==> config.mk <==
export PLATFORM = sky130hd
export DESIGN_NAME = avm_copy_master
export DESIGN_NICKNAME = d
export VERILOG_FILES = /design/src/rtl/avm_copy_pkg.sv /design/src/rtl/avm_copy_master.sv
export SDC_FILE = /design/constraint.sdc
export NUM_CORES = 1
export LEC_CHECK = 0
export CAP_MARGIN = 15
export CORE_UTILIZATION = 45
export CTS_CLUSTER_SIZE = 30
export DETAILED_ROUTE_END_ITERATION = 10
export PLACE_DENSITY = 0.79
export SLEW_MARGIN = 10
export SYNTH_ARGS = -nofsm -noshare
export SYNTH_HDL_FRONTEND = slang
export SYNTH_SLANG_ARGS = --single-unit
==> constraint.sdc <==
create_clock -name clk -period 3.6 [get_ports clk]
set_input_delay 0.9 -clock clk [delete_from_list [all_inputs] [get_ports clk]]
set_output_delay 0.9 -clock clk [all_outputs]
set_load 0.02 [all_outputs]
==> src/rtl/avm_copy_pkg.sv <==
// Shared definitions for the Avalon-MM block copy master.
package avm_copy_pkg;

    typedef enum logic [2:0] {
        S_IDLE    = 3'd0,
        S_RD_REQ  = 3'd1,
        S_RD_WAIT = 3'd2,
        S_WR_REQ  = 3'd3,
        S_DONE    = 3'd4
    } state_t;

    // Sliced down to DATA_W/8 by the user.
    localparam logic [127:0] BE_ALL_ONES = '1;

    localparam int RD_LAT_MIN = 1;
    localparam int RD_LAT_MAX = 4;

endpackage

==> src/rtl/avm_copy_master.sv <==
// Avalon-MM master copying a block of words read-then-write, one word at a time,
// accumulating a wrapping 32-bit checksum of the words read.
module avm_copy_master
    import avm_copy_pkg::*;
#(
    parameter int ADDR_W     = 16,
    parameter int DATA_W     = 32,
    parameter int RD_LATENCY = 1
) (
    input  logic                clk,
    input  logic                reset_n,
    input  logic                start,
    input  logic [ADDR_W-1:0]   src_addr,
    input  logic [ADDR_W-1:0]   dst_addr,
    input  logic [ADDR_W-1:0]   length,
    output logic                busy,
    output logic                done,
    output logic [DATA_W-1:0]   checksum,
    output logic [ADDR_W-1:0]   avm_address,
    output logic                avm_chipselect,
    output logic                avm_read,
    output logic                avm_write,
    output logic [DATA_W/8-1:0] avm_byteenable,
    output logic [DATA_W-1:0]   avm_writedata,
    input  logic [DATA_W-1:0]   avm_readdata,
    input  logic                avm_waitrequest
);

    localparam int BE_W  = DATA_W / 8;
    localparam int LAT_W = $clog2(RD_LAT_MAX + 1);

    state_t              state;
    logic [ADDR_W-1:0]   src_ptr;
    logic [ADDR_W-1:0]   dst_ptr;
    logic [ADDR_W-1:0]   remaining;
    logic [LAT_W-1:0]    lat_cnt;
    logic [DATA_W-1:0]   data_buf;

    always_ff @(posedge clk or negedge reset_n) begin
        if (!reset_n) begin
            state     <= S_IDLE;
            src_ptr   <= '0;
            dst_ptr   <= '0;
            remaining <= '0;
            lat_cnt   <= '0;
            data_buf  <= '0;
            checksum  <= '0;
            busy      <= 1'b0;
            done      <= 1'b0;
        end else begin
            done <= 1'b0;
            case (state)
                S_IDLE: begin
                    if (start) begin
                        src_ptr   <= src_addr;
                        dst_ptr   <= dst_addr;
                        remaining <= length;
                        checksum  <= '0;
                        busy      <= 1'b1;
                        state     <= (length == '0) ? S_DONE : S_RD_REQ;
                    end
                end
                S_RD_REQ: begin
                    if (!avm_waitrequest) begin
                        lat_cnt <= LAT_W'(RD_LATENCY);
                        state   <= S_RD_WAIT;
                    end
                end
                S_RD_WAIT: begin
                    // Last count is the cycle the slave presents readdata.
                    lat_cnt <= lat_cnt - LAT_W'(1);
                    if (lat_cnt == LAT_W'(1)) begin
                        data_buf <= avm_readdata;
                        checksum <= checksum + avm_readdata;
                        state    <= S_WR_REQ;
                    end
                end
                S_WR_REQ: begin
                    if (!avm_waitrequest) begin
                        src_ptr   <= src_ptr + ADDR_W'(1);
                        dst_ptr   <= dst_ptr + ADDR_W'(1);
                        remaining <= remaining - ADDR_W'(1);
                        state     <= (remaining == ADDR_W'(1)) ? S_DONE : S_RD_REQ;
                    end
                end
                S_DONE: begin
                    done  <= 1'b1;
                    busy  <= 1'b0;
                    state <= S_IDLE;
                end
                default: state <= S_IDLE;
            endcase
        end
    end

    // Bus strobes decode straight from state so a reset drops them immediately.
    assign avm_read       = (state == S_RD_REQ);
    assign avm_write      = (state == S_WR_REQ);
    assign avm_chipselect = avm_read | avm_write;
    assign avm_byteenable = avm_chipselect ? BE_ALL_ONES[BE_W-1:0] : '0;
    assign avm_address    = avm_read  ? src_ptr :
                            avm_write ? dst_ptr : '0;
    assign avm_writedata  = data_buf;

endmodule

==> impl_metrics.env <==
export IMPL_grt_pass1_wl_um=33700
export IMPL_reg2reg_depth=14
export IMPL_totalPowerFinal_mw=9.42
export IMPL_hpwl_um=14600
export IMPL_min_to="avm_writedata[15]"
export IMPL_ant_nets=0
export IMPL_cts_tree="built"
export IMPL_n_antenna_cell=0
export IMPL_cts_htree_levels=4
export IMPL_finalCriticalPeriod_ns=3.47
export IMPL_fin_setup_tns_ns=0
export IMPL_start_kind="input port"
export IMPL_synth_distinct_cells=58
export IMPL_synthArstFlopShare=1.00
export IMPL_wl_per_cell_um=15.8
export IMPL_worstMarginPinSlew_ns=0.831
export IMPL_cts_buffer_depth=2
export IMPL_wl_met3_um=1340
export IMPL_clk_pin_slew_ns=0.06
export IMPL_hold_violations=0
export IMPL_io_pins=173
export IMPL_drc=0
export IMPL_post_drt_via_cell_ratio=5.62
export IMPL_cp_end_kind="flop"
export IMPL_core_sq_um=15900
export IMPL_gr_usage_all_layers=0.257
export IMPL_report_final_slew_viol_count=0
export IMPL_synth_edf_count=0
export IMPL_maxCapViolCount=0
export IMPL_min_from="avm_writedata[15]"
export IMPL_worst_slack_ns=0.129
export IMPL_initial_utilization=0.459
export IMPL_critical_path_class="in -> reg"
export IMPL_die_h_um=129
export IMPL_powerDensity_nw_per_um2=931
export IMPL_post_route_period_util=0.964
export IMPL_cp_data_arrival_time_ns=3.74
export IMPL_yosysWarningCount=0
export IMPL_finClkSkew_ns=0.00899
export IMPL_path_max_fanout=5
export IMPL_drtPass1Iterations=4
export IMPL_drive_gt1_frac=0.0848
export IMPL_relSlewSlack=0.444
export IMPL_num_vias=7377
export IMPL_grt_pass1_vias=6985
export IMPL_peakVddDrop_mv=0.587
export IMPL_clk_latency_ns=0.41
export IMPL_hold_class="reg -> reg"
export IMPL_cp_required_ns=3.87
export IMPL_num_rows=46
export IMPL_area_growth_pct=38.6
export IMPL_gp_congestion=0.921
export IMPL_netlist_instances=900
export IMPL_die_w_um=129
export IMPL_clockRootBuffer="clkbuf_16"
export IMPL_fmax_mhz=288
export IMPL_die_area_sq_um=16700
export IMPL_min_path_cells=2
export IMPL_rsz0062_at_grt="false"
export IMPL_clock_sinks=120
export IMPL_nNetsFinal=1206
export IMPL_syn_area_per_cell_sq_um=8.11
export IMPL_maxUsedRoutingLayer="met4"
export IMPL_ys_seq_area_frac=0.412
export IMPL_synth_main_ff_cell="dfrtp_1"
export IMPL_grt_max_degree=78
export IMPL_synth_fp_nets=1022
export IMPL_gr_total_overflow=0
export IMPL_synth_seq_cells=120
export IMPL_place_area_sq_um=9410
export IMPL_cts_hold_buf=0
export IMPL_drt_initial_drc_count=419
export IMPL_post_route_util=0.637
export IMPL_netlist_area_sq_um=7300
export IMPL_wl_um=20700
export IMPL_met2_length_um=9890
export IMPL_tritoncts_num_buffers=17
export IMPL_r2r_slack_ns=0.50
export IMPL_dp_worst_setup_slack_ns=-0.556
export IMPL_io_buffer_count=172
export IMPL_outcome="finished clean"
export IMPL_r2r_start="checksum[0]"
export IMPL_final_area_sq_um=10100
export IMPL_r2r_end="checksum[30]"
export IMPL_setup_viol=0
export IMPL_grt_antenna_before_repair=0
export IMPL_wl_met1_um=9220
export IMPL_power_leakage_nw=4.49
-- cell families (layout without fill, tap and decap cells) --
group,Yosys count,count (layout),synth area share
AO/OA/AOI/OAI,267,267,0.217
XOR/XNOR,28,28,0.0336
adder cells (fa/ha/maj),38,38,0.0662
buffers and inverters,71,268,0.0386
flip-flops,120,120,0.412
multiplexers,17,17,0.0233
AND/OR/NAND/NOR,359,359,0.209
-- what timing repair did --
action,in CTS,in global routing
resized for setup,3,8
buffers inserted,2,1
pin swaps,5,5
endpoints found under the hold margin,0,0
endpoints found under the setup margin,6,8
-- synthesized netlist by cell type (all sizes together), types with 2 or more instances --
cell type	n	area share
nor4	7	0.0060
o41ai	2	0.0024
o22a	2	0.0024
or3	2	0.0017
dfrtp	120	0.41
o21ai	88	0.061
a22o	4	0.0048
a21o	15	0.015
o21a	3	0.0031
nor2b	9	0.0077
ha	37	0.063
nand3	32	0.022
a21oi	99	0.068
buf	9	0.0067
o31ai	2	0.0039
nor2	71	0.037
xor2	13	0.016
mux2i	17	0.023
nor3	14	0.0096
a211oi	4	0.0048
xnor2	15	0.018
and3	8	0.0069
nand2b	6	0.0051
a2111oi	2	0.0024
a22oi	7	0.0072
o22ai	15	0.013
nand4	6	0.0051
and2	5	0.0043
o32ai	2	0.0024
inv	20	0.010
o211ai	3	0.0038
a32oi	3	0.0046
clkbuf	41	0.021
nand2	195	0.10
a31oi	7	0.0069
-- flip-flops by register name (all words and copies together), names as in the netlist --
| name | cells |
|---|---|
| state | 3 |
| src_ptr | 16 |
| dst_ptr | 16 |
| lat_cnt | 3 |
| busy | 1 |
| remaining | 16 |
| avm_writedata | 32 |
| done | 1 |
| checksum | 32 |
-- worst max path at each step --
stage | endpoint | start | depth (start not counted) | slack [ns]
2_1_floorplan | checksum[30] | avm_readdata[0] | 14 | 0.16
3_3_place_gp | checksum[30] | avm_readdata[0] | 15 | -0.51
3_5_place_dp | checksum[30] | avm_readdata[0] | 15 | -0.56
4_1_cts | checksum[30] | avm_readdata[0] | 15 | 0.004
5_1_grt | checksum[26] | avm_readdata[2] | 13 | 0.02
6_report | checksum[30] | avm_readdata[2] | 13 | 0.13
-- worst max-delay path, cell delays in order --
cell	delay [ns]
clkdlybuf4s50_1	0.44
ha_1	0.33
and2b_1	0.19
o21ai_1	0.19
a21o_1	0.18
a311o_1	0.24
a32oi_2	0.14
and3_4	0.22
o31ai_4	0.35
o221ai_1	0.15
a21oi_1	0.18
xor2_1	0.15
o21ai_1	0.07
-- placed cells by master (no fill, tap or decap), types with 19 or more instances in the layout --
cell             netlist  final
a21oi_1               99     98
buf_4                  4     43
clkdlybuf4s50_1        0    168
dfrtp_1              120    120
ha_1                  37     34
inv_1                 20     19
nand2_1              195    194
nand3_1               32     32
nor2_1                71     70
o21ai_0               78     78
-- area by class of cell --
type / count / area [sq um]
fillers: 1346 / 5770
multi-input cells: 709 / 4070
flip-flops and latches: 120 / 3000
repair buffers: 215 / 2060
clock buffers: 20 / 457
well taps: 216 / 270
clock inverters: 12 / 174
inverters: 21 / 78.8
-- power by group --
part           internal [mW]  switching, mW  total [mW]  leakage [nW]
Clock                   1.19          0.631        1.82         0.298
Sequential              1.95          0.556        2.51          1.46
Combinational           2.21           2.87        5.09          2.73
-- metrics by stage --
step / cells / hold slack, ns
after global routing: 1313 / 0.493
after global placement: 1278 / 0.459
final: 1313 / 0.473
after detailed placement: 1278 / 0.463
after floorplan: 900 / 0.450
after CTS: 1312 / 0.478
-- metal layers --
metal | GRT usage | vias to the layer above
li1 | - | 3522
met1 | 0.338 | 3544
met2 | 0.420 | 282
met3 | 0.0541 | 29
met4 | 0.0865 | 0
met5 | 0 | -
No activity file was read; power rests on OpenSTA's default activity.
